`src/rtl/fp_add_pkg.sv`:
```
// Shared types and constants for the FP32 add/sub issue stage.
package fp_add_pkg;

  typedef enum logic [1:0] {
    ST_IDLE   = 2'd0,
    ST_LAUNCH = 2'd1,
    ST_WAIT   = 2'd2,
    ST_HOLD   = 2'd3
  } issue_state_t;

  localparam logic [31:0] FP32_QNAN = 32'h7FC00000;
  localparam logic [31:0] FP32_PINF = 32'h7F800000;

  localparam logic OP_ADD = 1'b0;
  localparam logic OP_SUB = 1'b1;

  typedef struct packed {
    logic        op;
    logic [31:0] a;
    logic [31:0] b;
  } fp_pair_t;

endpackage

```
`src/rtl/fp_pair_fifo.sv`:
```
// Show-ahead synchronous FIFO holding {op, a, b} operand pairs.
module fp_pair_fifo #(
  parameter int unsigned DEPTH = 4,
  parameter int unsigned WIDTH = 65
) (
  input  logic             clk,
  input  logic             reset_n,
  input  logic             i_push,
  input  logic [WIDTH-1:0] i_wdata,
  input  logic             i_pop,
  output logic [WIDTH-1:0] o_rdata,
  output logic             o_full,
  output logic             o_empty
);

  localparam int unsigned AW = $clog2(DEPTH);

  logic [WIDTH-1:0] r_mem [DEPTH];
  logic [AW:0]      r_wr_ptr;
  logic [AW:0]      r_rd_ptr;
  logic             w_push_en;
  logic             w_pop_en;

  // Extra pointer bit distinguishes full from empty when the indices match.
  assign o_empty   = (r_wr_ptr == r_rd_ptr);
  assign o_full    = (r_wr_ptr[AW] != r_rd_ptr[AW]) &&
                     (r_wr_ptr[AW-1:0] == r_rd_ptr[AW-1:0]);
  assign w_push_en = i_push & ~o_full;
  assign w_pop_en  = i_pop & ~o_empty;
  assign o_rdata   = r_mem[r_rd_ptr[AW-1:0]];

  always_ff @(posedge clk or negedge reset_n) begin
    if (!reset_n) begin
      r_wr_ptr <= '0;
      r_rd_ptr <= '0;
    end else begin
      if (w_push_en) r_wr_ptr <= r_wr_ptr + 1'b1;
      if (w_pop_en)  r_rd_ptr <= r_rd_ptr + 1'b1;
    end
  end

  always_ff @(posedge clk) begin
    if (w_push_en) r_mem[r_wr_ptr[AW-1:0]] <= i_wdata;
  end

endmodule

```
`src/rtl/fp_add_issue.sv`:
```
// Operand issue / result capture around the FP32 add/sub unit.
// Optional watchdog compiled in with `define FP_ISSUE_TIMEOUT_EN.
module fp_add_issue
  import fp_add_pkg::*;
#(
  parameter int unsigned DEPTH   = 4,
  parameter int unsigned TIMEOUT = 16
) (
  input  logic        clk,
  input  logic        reset_n,
  input  logic        in_valid,
  output logic        in_ready,
  input  logic [31:0] in_a,
  input  logic [31:0] in_b,
  input  logic        in_op,
  output logic [31:0] add_a,
  output logic [31:0] add_b,
  output logic        add_op,
  output logic        add_en,
  input  logic        add_done_tick,
  input  logic        add_nan,
  input  logic        add_inf,
  input  logic [31:0] add_o,
  output logic        out_valid,
  input  logic        out_ready,
  output logic [31:0] out_result,
  output logic        out_nan,
  output logic        out_inf,
  output logic        out_err,
  output logic        busy
);

  issue_state_t r_state;
  fp_pair_t     w_wr_pair;
  fp_pair_t     w_rd_pair;
  logic         w_full;
  logic         w_empty;
  logic         w_pop;
  logic         w_wd_expire;
  logic [31:0]  r_add_a;
  logic [31:0]  r_add_b;
  logic         r_add_op;
  logic [31:0]  r_result;
  logic         r_nan;
  logic         r_inf;
  logic         r_err;

  assign w_wr_pair = '{op: in_op, a: in_a, b: in_b};
  assign w_pop     = (r_state == ST_IDLE) & ~w_empty;

  fp_pair_fifo #(
    .DEPTH (DEPTH),
    .WIDTH ($bits(fp_pair_t))
  ) u_fifo (
    .clk     (clk),
    .reset_n (reset_n),
    .i_push  (in_valid),
    .i_wdata (w_wr_pair),
    .i_pop   (w_pop),
    .o_rdata (w_rd_pair),
    .o_full  (w_full),
    .o_empty (w_empty)
  );

`ifdef FP_ISSUE_TIMEOUT_EN
  localparam int unsigned WD_W = $clog2(TIMEOUT) + 1;
  logic [WD_W-1:0] r_wd;

  // Expires on the TIMEOUT-th WAIT cycle that has no done_tick.
  assign w_wd_expire = (r_state == ST_WAIT) && (r_wd == WD_W'(TIMEOUT - 1));

  always_ff @(posedge clk or negedge reset_n) begin
    if (!reset_n) begin
      r_wd <= '0;
    end else if (w_pop) begin
      r_wd <= '0;
    end else if ((r_state == ST_WAIT) && !add_done_tick && !w_wd_expire) begin
      r_wd <= r_wd + 1'b1;
    end
  end
`else
  assign w_wd_expire = 1'b0;
`endif

  always_ff @(posedge clk or negedge reset_n) begin
    if (!reset_n) begin
      r_state  <= ST_IDLE;
      r_add_a  <= '0;
      r_add_b  <= '0;
      r_add_op <= OP_ADD;
      r_result <= '0;
      r_nan    <= 1'b0;
      r_inf    <= 1'b0;
      r_err    <= 1'b0;
    end else begin
      case (r_state)
        ST_IDLE: begin
          if (!w_empty) begin
            r_add_a  <= w_rd_pair.a;
            r_add_b  <= w_rd_pair.b;
            r_add_op <= w_rd_pair.op;
            r_nan    <= 1'b0;
            r_inf    <= 1'b0;
            r_err    <= 1'b0;
            r_state  <= ST_LAUNCH;
          end
        end
        ST_LAUNCH: r_state <= ST_WAIT;
        ST_WAIT: begin
          r_nan <= r_nan | add_nan;
          r_inf <= r_inf | add_inf;
          if (add_done_tick) begin
            r_result <= add_o;
            r_state  <= ST_HOLD;
          end else if (w_wd_expire) begin
            r_result <= FP32_QNAN;
            r_err    <= 1'b1;
            r_state  <= ST_HOLD;
          end
        end
        ST_HOLD: begin
          if (out_ready) r_state <= ST_IDLE;
        end
        default: r_state <= ST_IDLE;
      endcase
    end
  end

  assign in_ready   = ~w_full;
  assign add_a      = r_add_a;
  assign add_b      = r_add_b;
  assign add_op     = r_add_op;
  assign add_en     = (r_state == ST_LAUNCH);
  assign out_valid  = (r_state == ST_HOLD);
  assign out_result = r_result;
  assign out_nan    = r_nan;
  assign out_inf    = r_inf;
  assign out_err    = r_err;
  assign busy       = (r_state != ST_IDLE) | ~w_empty;

endmodule

```
`config.mk`:
```
export PLATFORM = sky130hd
export DESIGN_NAME = fp_add_issue
export DESIGN_NICKNAME = d
export VERILOG_FILES = /design/src/rtl/fp_add_pkg.sv /design/src/rtl/fp_pair_fifo.sv /design/src/rtl/fp_add_issue.sv
export SDC_FILE = /design/constraint.sdc
export NUM_CORES = 1
export LEC_CHECK = 0
export BUFFER_PORTS_ARGS = -buffer_cell sky130_fd_sc_hd__buf_4
export CAP_MARGIN = 40
export CORE_MARGIN = 2
export CORE_UTILIZATION = 50
export CTS_CLUSTER_DIAMETER = 150
export CTS_CLUSTER_SIZE = 20
export DETAILED_ROUTE_END_ITERATION = 12
export GPL_ROUTABILITY_DRIVEN = 0
export PLACE_DENSITY_LB_ADDON = 0.05
export SYNTH_ARGS = -nofsm -noshare
export SYNTH_HDL_FRONTEND = slang
export SYNTH_HIERARCHICAL = 1
export SYNTH_SLANG_ARGS = --single-unit
```
`constraint.sdc`:
```
create_clock -name clk -period 3.9 [get_ports clk]
set_input_delay 0.585 -clock clk [delete_from_list [all_inputs] [get_ports clk]]
set_output_delay 0.585 -clock clk [all_outputs]
set_load 0.02 [all_outputs]
```
Word level (Yosys, flattened, before mapping)
Memory sizes are Yosys's and may differ from the RTL's. A register that Yosys moved wholly into a read port is not among the register bits.
Cells that the tools add are included.

word-level totals
  word-level logic and storage cells = 44
  memories = 1
  RAM bits = 260
  input bits = 104
  output and inout bits = 104
  bits in registers = 42

memory list
  name          depth  bits a word  read ports  clocked after memory_dff  wr ports  RTL line            text
  u_fifo.r_mem  4      65           1           1                         1         fp_pair_fifo.sv:18  logic [WIDTH-1:0] r_mem [DEPTH];

operators by class
  mux-type cells = 9
  eq/ne operators = 9
  bitwise logic cells = 8
  $add $sub $neg = 2
  reduce and logical (&&, ||, !) cells = 9

operators with widths
  kind                 count
  $pmux 2 s4           1
  $add 3x1->3 const B  2
  $mux 2               3
  $reduce_and 2->1     3
  $eq 2x2->1 const B   2
  $ne 2x2->1 const B   2
  $pmux 1 s2           2
  $reduce_bool 2->1    2
  $and 1x1->1          3
  $eq 3x3->1           1
  $mux 1               3
  $or 1x1->1           3
  $reduce_and 3->1     1
  $eq 2x1->1 const B   1
  $eq 2x2->1           1
  $logic_not 2->1      1
  $ne 2x1->1 const B   1
  $not 1->1            2
  $logic_and 1x1->1    1
  $logic_not 1->1      1
  $ne 1x1->1           1

Depth between registers and ports, before layout
Gate-level depths: netlist of the first run.

  depth after elaboration = 6
  gate-level depth with buffers = 11

By module
Netlist of the first run, hierarchy kept.

modules (own cells, without submodules)
  module        cells an instance  times used  area an instance (um^2)
  fp_pair_fifo  389                1           9,867.0
  fp_add_issue  372                1           4,057.6

Worst setup path before layout of the first run
OpenSTA, ideal clock, no wires.

  kind = register -> register
  from = reg u_fifo.r_wr_ptr[0]
  to = mem u_fifo.r_mem[3][0] (enable)
  library setup time = 0.454 ns
  clock period less this slack = 3.274 ns
  data required time = 3.446 ns
  arrival = 2.820 ns
  stages on the path, launching flop included = 3
  path buffers = 0
  setup slack = 0.626 ns
  path through = dfrtp_1 xnor2_1 a31oi_2

on the way
  longest elaborated chain between the ends = 6

ends and longest elaborated chain
  what                          RTL line            text
  start, declared               fp_pair_fifo.sv:19  logic [AW:0] r_wr_ptr;
  start signal, assigned        fp_pair_fifo.sv:37  if (w_push_en) r_wr_ptr <= r_wr_ptr + 1'b1;
  $eq 2x2->1                    fp_pair_fifo.sv:27  (r_wr_ptr[AW-1:0] == r_rd_ptr[AW-1:0]);
  $logic_and 1x1->1             fp_pair_fifo.sv:26  assign o_full = (r_wr_ptr[AW] != r_rd_ptr[AW]) &&
  $not 1->1                     fp_pair_fifo.sv:28  assign w_push_en = i_push & ~o_full;
  $and 1x1->1                   fp_pair_fifo.sv:28
  $mux 1                        fp_pair_fifo.sv:43  if (w_push_en) r_mem[r_wr_ptr[AW-1:0]] <= i_wdata;
  $mux 1 (not written as such)  fp_pair_fifo.sv:43
  end, declared                 fp_pair_fifo.sv:18

Several ways; a longest one is shown, not always the timed one.

Final worst setup path of the first run
  from = reg u_fifo.r_rd_ptr[0]
  to = out in_ready

on the way
  longest elaborated chain between the ends = 3

ends and longest elaborated chain
  what                    RTL line             text
  start, declared         fp_pair_fifo.sv:20   logic [AW:0] r_rd_ptr;
  start signal, assigned  fp_pair_fifo.sv:38   if (w_pop_en) r_rd_ptr <= r_rd_ptr + 1'b1;
  $eq 2x2->1              fp_pair_fifo.sv:27
  $logic_and 1x1->1       fp_pair_fifo.sv:26
  named net w_full        fp_add_issue.sv:36   logic w_full;
  $not 1->1               fp_add_issue.sv:129  assign in_ready = ~w_full;
  end, declared           fp_add_issue.sv:12   output logic in_ready,

The timed path passes the listed nets, and every way through them passes these cells.

==> impl_metrics.py, run 1 <==
metrics = {
    "synthesis": {
        "synth_seq_cells": 367,
        "synth.avg_cell_area_um2": 18.30,
        "synthDistinctLibCells": 32,
        "netlist_instances": 761,
        "netlist.area_leader.share_pct": 56.07,
        "ys.flop_type": "edfxtp_1",
        "synth_area_um2": 13920,
        "synth_area_leaders": "edfxtp_1, dfrtp_1, mux4_2, nand2_1, mux2_4",
        "syn_nets": 875,
        "ys_seq_area_share_pct": 75.30,
        "async_reset_ff_share_pct": 29.16,
        "yosys.area.top_type": "edfxtp_1",
        "synth_edf_count": 260,
        "yosys_warnings": 6,
    },
    "setup_path": {
        "critPathRequiredTime_ns": 3.31,
        "r2r_slack_ns": 1.15,
        "end_kind": "output pin",
        "cp-start-kind": "flop",
        "crit_type": "flop to output pin",
        "r2r-start": "u_fifo/r_rd_ptr[0]",
        "rr_worst_depth": 5,
        "r2r-end": "u_fifo/r_mem[1][62]",
        "crit_path_max_fanout": 29,
        "crit_arrival_ns": 2.48,
    },
    "worst_hold_path": {
        "worstHoldPathType": "input pin to flop",
        "hold_depth": 1,
        "holdPathEnd": "u_fifo/r_mem[0][55]",
        "min_from": "in_a[23]",
    },
    "detailed_routing": {
        "drt_iter0_drc": 403,
        "firstDrtPassIters": 4,
        "vias": 7041,
        "postRouteAntennaNets": 0,
        "drc": 0,
        "wl_per_cell_um": 19.51,
        "wirelength_um": 26670,
        "via_per_inst": 5.151,
    },
    "finish": {
        "fin_util_pct": 60.04,
        "layout_common_cells": "edfxtp_1, buf_4, nand2_1",
        "layout.nets": 1087,
        "drive_gt1_share_pct": 36.00,
        "layout_commonest_cell": "edfxtp_1",
        "fillers": 2153,
        "stdcell_area_um2": 16590,
        "diodes": 0,
        "area_growth_pct": 19.14,
    },
    "power_and_ir_drop": {
        "p_leak_nw": 6.581,
        "powerDensity_nw_per_um2": 787.9,
        "ir_drop_uv": 385.8,
    },
    "clock_network": {
        "post_cts_buffers": 0,
        "h-tree-depth": 1,
        "cts_tree": "yes",
        "cts.path.max_buffers": 3,
        "cts-buffers-inserted": 22,
        "clkSlewWorstSetupHoldPaths_ns": 0.08,
        "clock-sinks": 367,
        "worst_skew_pair.late_latency_ns": 0.52,
        "cts-root-buf": "clkbuf_16",
    },
    "global_routing": {
        "grt_max_degree": 68,
        "first_global_vias": 7598,
        "overflow": 0,
        "antenna_found_initial": 1,
        "grt_pass1_wl_um": 41750,
        "grt.total_usage_pct": 18.52,
    },
    "placement": {
        "dpl_cell_area_um2": 15930,
        "io_buffers": 206,
        "post-dp-hpwl_um": 16580,
    },
    "die": {
        "pin_count": 208,
        "start_util_pct": 50.40,
        "die_height_um": 170.9,
        "core-area_um2": 27630,
        "die_w_um": 170.9,
        "rows": 61,
        "die_area_um2": 29200,
    },
    "sta": {
        "period_minus_slack_ns": 3.063,
        "hold_violations": 0,
        "skew_ns": 0.02206,
        "setup_viol": 0,
        "slew_violations": 0,
        "max_freq_mhz": 326.5,
        "max_slew_margin_pct": 45.98,
        "finalCritPeriodShare_pct": 78.54,
        "fin_setup_tns_ns": 0,
        "tightest_slew_ns": 0.8103,
        "rsz0062_at_grt": "no",
    },
    "flow_run": {
        "drv_cap": 0,
    },
    "status": {
        "run_status": "finished, final reports clean",
    },
}
==> worst max path at each step <==
stage / cells past startpoint / slack, ns / startpoint / endpoint
2_1_floorplan: 2 / 0.63 / u_fifo/r_wr_ptr[0] / u_fifo/r_mem[3][0]
3_3_place_gp: 5 / 1.16 / u_fifo/r_rd_ptr[0] / u_fifo/r_mem[1][57]
3_5_place_dp: 5 / 1.08 / u_fifo/r_rd_ptr[0] / u_fifo/r_mem[1][57]
4_1_cts: 6 / 0.77 / u_fifo/r_rd_ptr[0] / in_ready
5_1_grt: 6 / 0.59 / u_fifo/r_rd_ptr[0] / in_ready
6_report: 6 / 0.84 / u_fifo/r_rd_ptr[0] / in_ready
==> cells by family after synthesis <==
family / count (synthesis) / synth area share (%)
mux: 99 / 14.06
flops: 367 / 75.30
other cells: 1 / 0.02693
simple gates: 212 / 5.868
xor+xnor: 9 / 0.7549
fa+ha+maj: 10 / 0.8986
buf+inv: 45 / 2.174
compound gates: 18 / 0.9165
==> state kept, by name (all words and copies together), names as in the netlist <==
name	cells
out_nan	1
out_result	32
out_inf	1
u_fifo/r_wr_ptr	3
u_fifo/r_rd_ptr	3
add_b	32
r_state	2
u_fifo/r_mem	260
add_a	32
add_op	1
==> cell usage after synthesis, types with 2 or more instances <==
cell	instances
mux2_2	3
nand2_1	199
a211oi_1	2
ha_1	10
xnor2_1	5
and3_1	3
dfrtp_1	107
o31ai_1	5
nand2b_1	3
mux4_2	65
nor2_1	3
nor3_1	2
edfxtp_1	260
a21oi_1	8
clkbuf_1	5
inv_1	9
mux2_4	30
buf_2	14
buf_6	13
xor2_1	2
buf_4	2
==> routing by layer <==
layer  wire [µm]  vias up  GRT usage (%)
met4         418        2          3.574
met2       13440      211          32.67
met1       11140     3564          24.89
met5          12        -              0
met3        1658       33          2.753
li1            -     3231              -
==> metrics by stage <==
step	instances	worst slack, ns	total power [mW]	hold slack (ns)
6_report	1367	0.8368	13.07	0.2611
4_1_cts	1367	0.7664	13.28	0.2359
5_1_grt	1367	0.5908	13.88	0.2396
3_3_place_gp	1323	1.156	10.81	0.4594
3_5_place_dp	1326	1.081	10.95	0.3981
2_1_floorplan	761	0.6259	9.246	0.2894
==> critical path: stages (launching register included) <==
cell and delay [ns]:
dfrtp_4 0.52, buf_4 0.32, xnor2_1 0.50, nand3_1 0.27
inv_1 0.11, inv_1 0.07, buf_4 0.16
==> power breakdown <==
part           switching (mW)  internal (mW)
clock network            1.18           1.12
logic                    2.76           2.18
registers               0.450           5.38
==> area by class of cell <==
type                    count  area [µm²]  area share (%)
inverters                  10       37.54          0.2263
well taps                 378       473.0           2.851
multi-input cells         349        3168           19.10
flip-flops and latches    367       10490           63.25
clock buffers              39       635.6           3.831
repair buffers            223        1767           10.65
clock inverters             1       16.27         0.09805
==> timing repair <==
action	4_1_cts	5_1_grt
hold endpoints to repair	3	0
hold buffers	1	0
gates resized for setup	0	0
endpoints found under the setup margin	0	0
Power figures use the tool's default switching activity.
==> run 2, diff against run 1 <==
==> constraint.sdc (replaced) <==
create_clock -name clk -period 2.61 [get_ports clk]
set_input_delay 0.3915 -clock clk [delete_from_list [all_inputs] [get_ports clk]]
set_output_delay 0.3915 -clock clk [all_outputs]
set_load 0.02 [all_outputs]
==> run 2 against run 1 <==
Effect of this change:
- die area unchanged
- count of clock-buffer cells in the layout unchanged
- clock skew about the same
- total power increased by 51%
- flip-flop and latch count unchanged
- combinational power increased by 53%
- sequential share of layout area decreased by 0.14 points
- global-route usage increased by 0.25 points
- via count increased by 0.24%
- routed wire length increased by 1.6%
==> impl_metrics.py, run 2 (same netlist as run 1, synthesis figures left out) <==
metrics = {
    "clock_network": {
        "cts_tree": "yes",
        "cts_resized": 0,
        "clock-sinks": 367,
        "cts.path.max_buffers": 3,
        "clkSlewWorstSetupHoldPaths_ns": 0.08,
        "cts-root-buf": "clkbuf_16",
        "h-tree-depth": 1,
        "cts-buffers-inserted": 22,
        "worst_skew_pair.late_latency_ns": 0.53,
    },
    "die": {
        "pin_count": 208,
        "die_height_um": 170.9,
        "start_util_pct": 50.40,
        "die_area_um2": 29200,
        "die_w_um": 170.9,
        "core-area_um2": 27630,
        "rows": 61,
    },
    "sta": {
        "max_freq_mhz": 409.0,
        "period_minus_slack_ns": 2.445,
        "fin_hold_ws_ns": 0.05790,
        "tightest_slew_ns": 0.6146,
        "skew_ns": 0.02200,
        "hold_violations": 0,
        "fin_setup_tns_ns": 0,
        "rsz0062_at_grt": "no",
        "slew_violations": 0,
        "finalCritPeriodShare_pct": 93.69,
        "max_slew_margin_pct": 59.03,
        "setup_viol": 0,
    },
    "detailed_routing": {
        "wirelength_um": 27110,
        "firstDrtPassIters": 4,
        "vias": 7058,
        "via_per_inst": 5.148,
        "drc": 0,
        "wl_per_cell_um": 19.77,
        "postRouteAntennaNets": 0,
        "drt_iter0_drc": 483,
    },
    "flow_run": {
        "drv_cap": 0,
    },
    "finish": {
        "largest_reg_flops": 260,
        "regArea_um2": 10490,
        "diodes": 0,
        "layout_commonest_cell": "edfxtp_1",
        "area_growth_pct": 19.41,
        "layout.nets": 1091,
        "multi_input_area_um2": 3168,
        "drive_gt1_share_pct": 36.25,
        "fillers": 2086,
        "layout_common_cells": "edfxtp_1, buf_4, nand2_1",
        "final-instance-count-excl-fill": 1371,
    },
    "global_routing": {
        "overflow": 0,
        "grt_pass1_wl_um": 41770,
        "grt.total_usage_pct": 18.77,
        "grt_max_degree": 68,
        "antenna_found_initial": 0,
        "first_global_vias": 7464,
    },
    "power_and_ir_drop": {
        "p_seq_share_pct": 44.3,
        "powerDensity_nw_per_um2": 1185,
        "p_switching_mw": 6.650,
        "netSwitchingFraction_pct": 33.74,
        "power_frac_clock_pct": 17.5,
        "comb_power_share_pct": 38.3,
        "p_leak_nw": 6.602,
        "internal_power_mw": 13.06,
        "ir_drop_uv": 901.1,
    },
    "setup_path": {
        "cp-start-kind": "flop",
        "crit_arrival_ns": 2.05,
        "crit_start": "u_fifo/r_rd_ptr[0]",
        "r2r-start": "u_fifo/r_wr_ptr[1]",
        "crit_type": "flop to output pin",
        "crit_path_max_fanout": 6,
        "end_kind": "output pin",
        "critPathRequiredTime_ns": 2.22,
    },
    "worst_hold_path": {
        "min_from": "in_b[3]",
        "worstHoldPathType": "input pin to flop",
    },
    "placement": {
        "io_buffers": 206,
        "dp_cells": 1330,
        "post-dp-hpwl_um": 16820,
    },
    "status": {
        "run_status": "finished, final reports clean",
    },
}
run 2: cell count changes in the layout (fill, tap and decap cells not counted):
| cell | change |
|---|---|
| buf_12 | -1 |
| buf_16 | +1 |
| buf_4 | +4 |
run 2: path summary, 6_finish.rpt:
kind	endpoint	slack, ns	depth (start not counted)
worst max-delay path	busy	0.16	4
worst min-delay path	u_fifo/r_mem[3][3]	0.06	1
worst max register to register	u_fifo/r_mem[2][64]	0.42	4
worst min register to register	add_a[5]	0.48	2
max in group asynchronous	u_fifo/r_rd_ptr[1]	1.26	3
min in group asynchronous	out_result[13]	0.33	2
run 2: power by group through the flow:
stage	combinational (mW)	sequential (mW)	clock [mW]
floorplan	4.17	9.63	0
global placement	7.44	8.78	0
detailed placement	7.67	8.87	0
CTS	7.73	8.74	3.57
global route	8.23	8.89	3.77
finish	7.54	8.73	3.44
run 2: metal layers:
layer	GRT usage [%]	up-vias	wire [µm]	part of all wire [%]
li1	-	3232	-	-
met4	3.169	0	250	0.92
met1	24.19	3604	11240	41
met3	3.932	21	1829	6.7
met5	0	-	0	0
met2	33.57	201	13790	51
run 2: repair_timing:
item / in CTS / in global routing
hold endpoints to repair: 29 / 0
setup buffers: 0 / 0
endpoints found under the setup margin: 0 / 0
hold buffers: 1 / 0
run 2: per-stage QoR:
| step | cell area (µm²) | util, % | total power [mW] | setup slack (ns) |
|---|---|---|---|---|
| after global placement | 15860 | 57.41 | 16.22 | 0.3766 |
| after floorplan | 13940 | - | 13.80 | 0.2356 |
| final | 16630 | 60.18 | 19.71 | 0.1648 |
| after global routing | 16630 | 60.18 | 20.89 | 0.03244 |
| after CTS | 16630 | 60.18 | 20.04 | 0.1380 |
| after detailed placement | 15970 | 57.78 | 16.54 | 0.4623 |
run 2: worst max-delay path: stages, from the launching register on:
cell	delay, ns
dfrtp_4	0.53
xor2_4	0.22
nor3_1	0.33
nand2_1	0.23
buf_4	0.22
run 2: final cells by class:
cell class	instances	area share (%)
multi-input combinational	349	19.05
timing repair buffer	227	10.85
tap	378	2.844
sequential	367	63.11
clock buffer	39	3.823
clock inverter	1	0.09783
inverter	10	0.2258
==> run 3, diff against run 2 <==
--- a/config.mk
+++ b/config.mk
@@ -8,7 +8,8 @@
 export BUFFER_PORTS_ARGS = -buffer_cell sky130_fd_sc_hd__buf_4
 export CAP_MARGIN = 40
 export CORE_MARGIN = 2
-export CORE_UTILIZATION = 50
+export CORE_UTILIZATION = 51
+export CTS_BUF_LIST = sky130_fd_sc_hd__clkbuf_8 sky130_fd_sc_hd__clkbuf_16
 export CTS_CLUSTER_DIAMETER = 150
 export CTS_CLUSTER_SIZE = 20
 export DETAILED_ROUTE_END_ITERATION = 12
==> run 3 against run 2 <==
Effect of this change:
- fmax increased by 0.51%
- clock skew about the same
- routed wire length increased by 1.1%
- first-iteration DRC count increased by 1.4%
- critical path depth unchanged
- clock power about the same
- critical path type unchanged
- hold slack about the same
- design area increased by 0.17%
- die area decreased by 1.9%
- largest cell class unchanged
==> impl_metrics.py, run 3 (same netlist as run 1, synthesis figures left out) <==
metrics = {
    "clock_network": {
        "clock-sinks": 367,
        "cts.path.max_buffers": 3,
        "h-tree-depth": 1,
        "clkSlewWorstSetupHoldPaths_ns": 0.08,
        "post_cts_buffers": 0,
        "cts-buffers-inserted": 22,
        "cts-root-buf": "clkbuf_16",
        "cts_resized": 0,
        "cts_tree": "yes",
        "worst_skew_pair.late_latency_ns": 0.53,
    },
    "finish": {
        "layout.nets": 1094,
        "layout_commonest_cell": "edfxtp_1",
        "drive_gt1_share_pct": 36.45,
        "largest_reg_flops": 260,
        "area_growth_pct": 19.62,
        "layout_common_cells": "edfxtp_1, buf_4, nand2_1",
        "diodes": 0,
    },
    "die": {
        "rows": 60,
        "die_w_um": 169.2,
        "pin_count": 208,
        "start_util_pct": 51.81,
        "die_area_um2": 28640,
        "die_height_um": 169.2,
        "core-area_um2": 26880,
    },
    "status": {
        "run_status": "finished, final reports clean",
    },
    "detailed_routing": {
        "via_per_inst": 5.336,
        "wirelength_um": 27400,
        "wl_per_cell_um": 20.49,
        "vias": 7134,
        "firstDrtPassIters": 4,
        "drt_iter0_drc": 490,
        "postRouteAntennaNets": 0,
        "drc": 0,
    },
    "placement": {
        "io_buffers": 206,
        "dpl_worst_slack_ns": 0.5146,
        "post-dp-hpwl_um": 16860,
    },
    "sta": {
        "setup_viol": 0,
        "skew_ns": 0.02191,
        "slew_violations": 0,
        "rsz0062_at_grt": "no",
        "max_freq_mhz": 411.0,
        "max_slew_margin_pct": 47.75,
        "hold_violations": 0,
        "tightest_slew_ns": 0.7837,
        "fin_setup_tns_ns": 0,
        "timing.final.ws_setup_ns": 0.1772,
        "period_minus_slack_ns": 2.433,
        "finalCritPeriodShare_pct": 93.21,
    },
    "global_routing": {
        "antenna_found_initial": 0,
        "grt_pass1_wl_um": 42870,
        "first_global_vias": 7664,
        "overflow": 0,
        "grt.total_usage_pct": 19.47,
        "grt_max_degree": 75,
    },
    "power_and_ir_drop": {
        "powerDensity_nw_per_um2": 1189,
        "ir_drop_uv": 792.9,
        "p_leak_nw": 6.693,
    },
    "worst_hold_path": {
        "worstHoldPathType": "input pin to flop",
    },
    "setup_path": {
        "cp-start-kind": "flop",
        "end_kind": "output pin",
        "critPathRequiredTime_ns": 2.22,
        "crit_type": "flop to output pin",
        "crit_path_max_fanout": 6,
        "r2r_slack_ns": 0.52,
        "crit_arrival_ns": 2.04,
    },
    "flow_run": {
        "drv_cap": 0,
    },
}
==> run 3: changes by cell type in the layout (fill, tap and decap cells not counted) <==
cell,before,now
clkbuf_1,16,0
inv_1,9,25
buf_16,3,0
buf_4,220,217
buf_12,3,12
==> run 3: critical path, cell delays in order, from the launching register on <==
cell and delay (ns):
dfrtp_4 0.52, xor2_4 0.21, nor3_1 0.29, nand2_1 0.26, buf_4 0.23
==> run 3: area by class of cell <==
cell class / count / area (µm²)
flip-flops and latches: 367 / 10490
fillers: 1987 / 10220
multi-input cells: 349 / 3168
repair buffers: 230 / 1879
clock buffers: 23 / 575.6
well taps: 341 / 426.7
clock inverters: 17 / 76.32
inverters: 10 / 37.54
==> run 3: power by group <==
group          leakage, nW  switching, mW  total, mW  internal (mW)
clock network        0.376           1.80       3.41           1.61
registers             3.68          0.697       8.73           8.03
logic                 2.63           4.22       7.67           3.45
total                 6.69           6.72       19.8           13.1
==> run 3: what timing repair did <==
action	in CTS	in global routing
hold buffers	1	0
endpoints found under the setup margin	0	0
hold endpoints to repair	33	0
==> run 3: path summary, 6_finish.rpt <==
kind | from | endpoint | depth (start not counted)
worst max register to register | u_fifo/r_rd_ptr[0] | u_fifo/r_mem[0][46] | 5
min in group asynchronous | reset_n | add_b[8] | 2
worst max-delay path | u_fifo/r_rd_ptr[0] | busy | 4
max in group asynchronous | reset_n | out_result[26] | 3
worst min-delay path | in_b[5] | u_fifo/r_mem[2][5] | 1
worst min register to register | add_b[11] | add_b[11] | 2
==> run 3: through the flow <==
| step | utilization [%] | area (µm²) | total power [mW] | hold WS [ns] | std cells |
|---|---|---|---|---|---|
| final | 61.97 | 16660 | 19.80 | 0.05787 | 1337 |
| after floorplan | - | 13940 | 13.80 | 0.09591 | 761 |
| after CTS | 61.97 | 16660 | 20.10 | 0.03907 | 1337 |
| after global placement | 59.51 | 15990 | 16.49 | 0.4010 | 1296 |
| after detailed placement | 59.51 | 15990 | 16.65 | 0.4097 | 1296 |
| after global routing | 61.97 | 16660 | 20.98 | 0.03743 | 1337 |
==> run 3: metal layers <==
layer	up-vias	GRT usage, %	wire, µm
li1	3242	-	-
met1	3645	26.91	12080
met2	216	33.50	13310
met3	31	3.055	1660
met4	0	3.679	354
met5	-	0	0
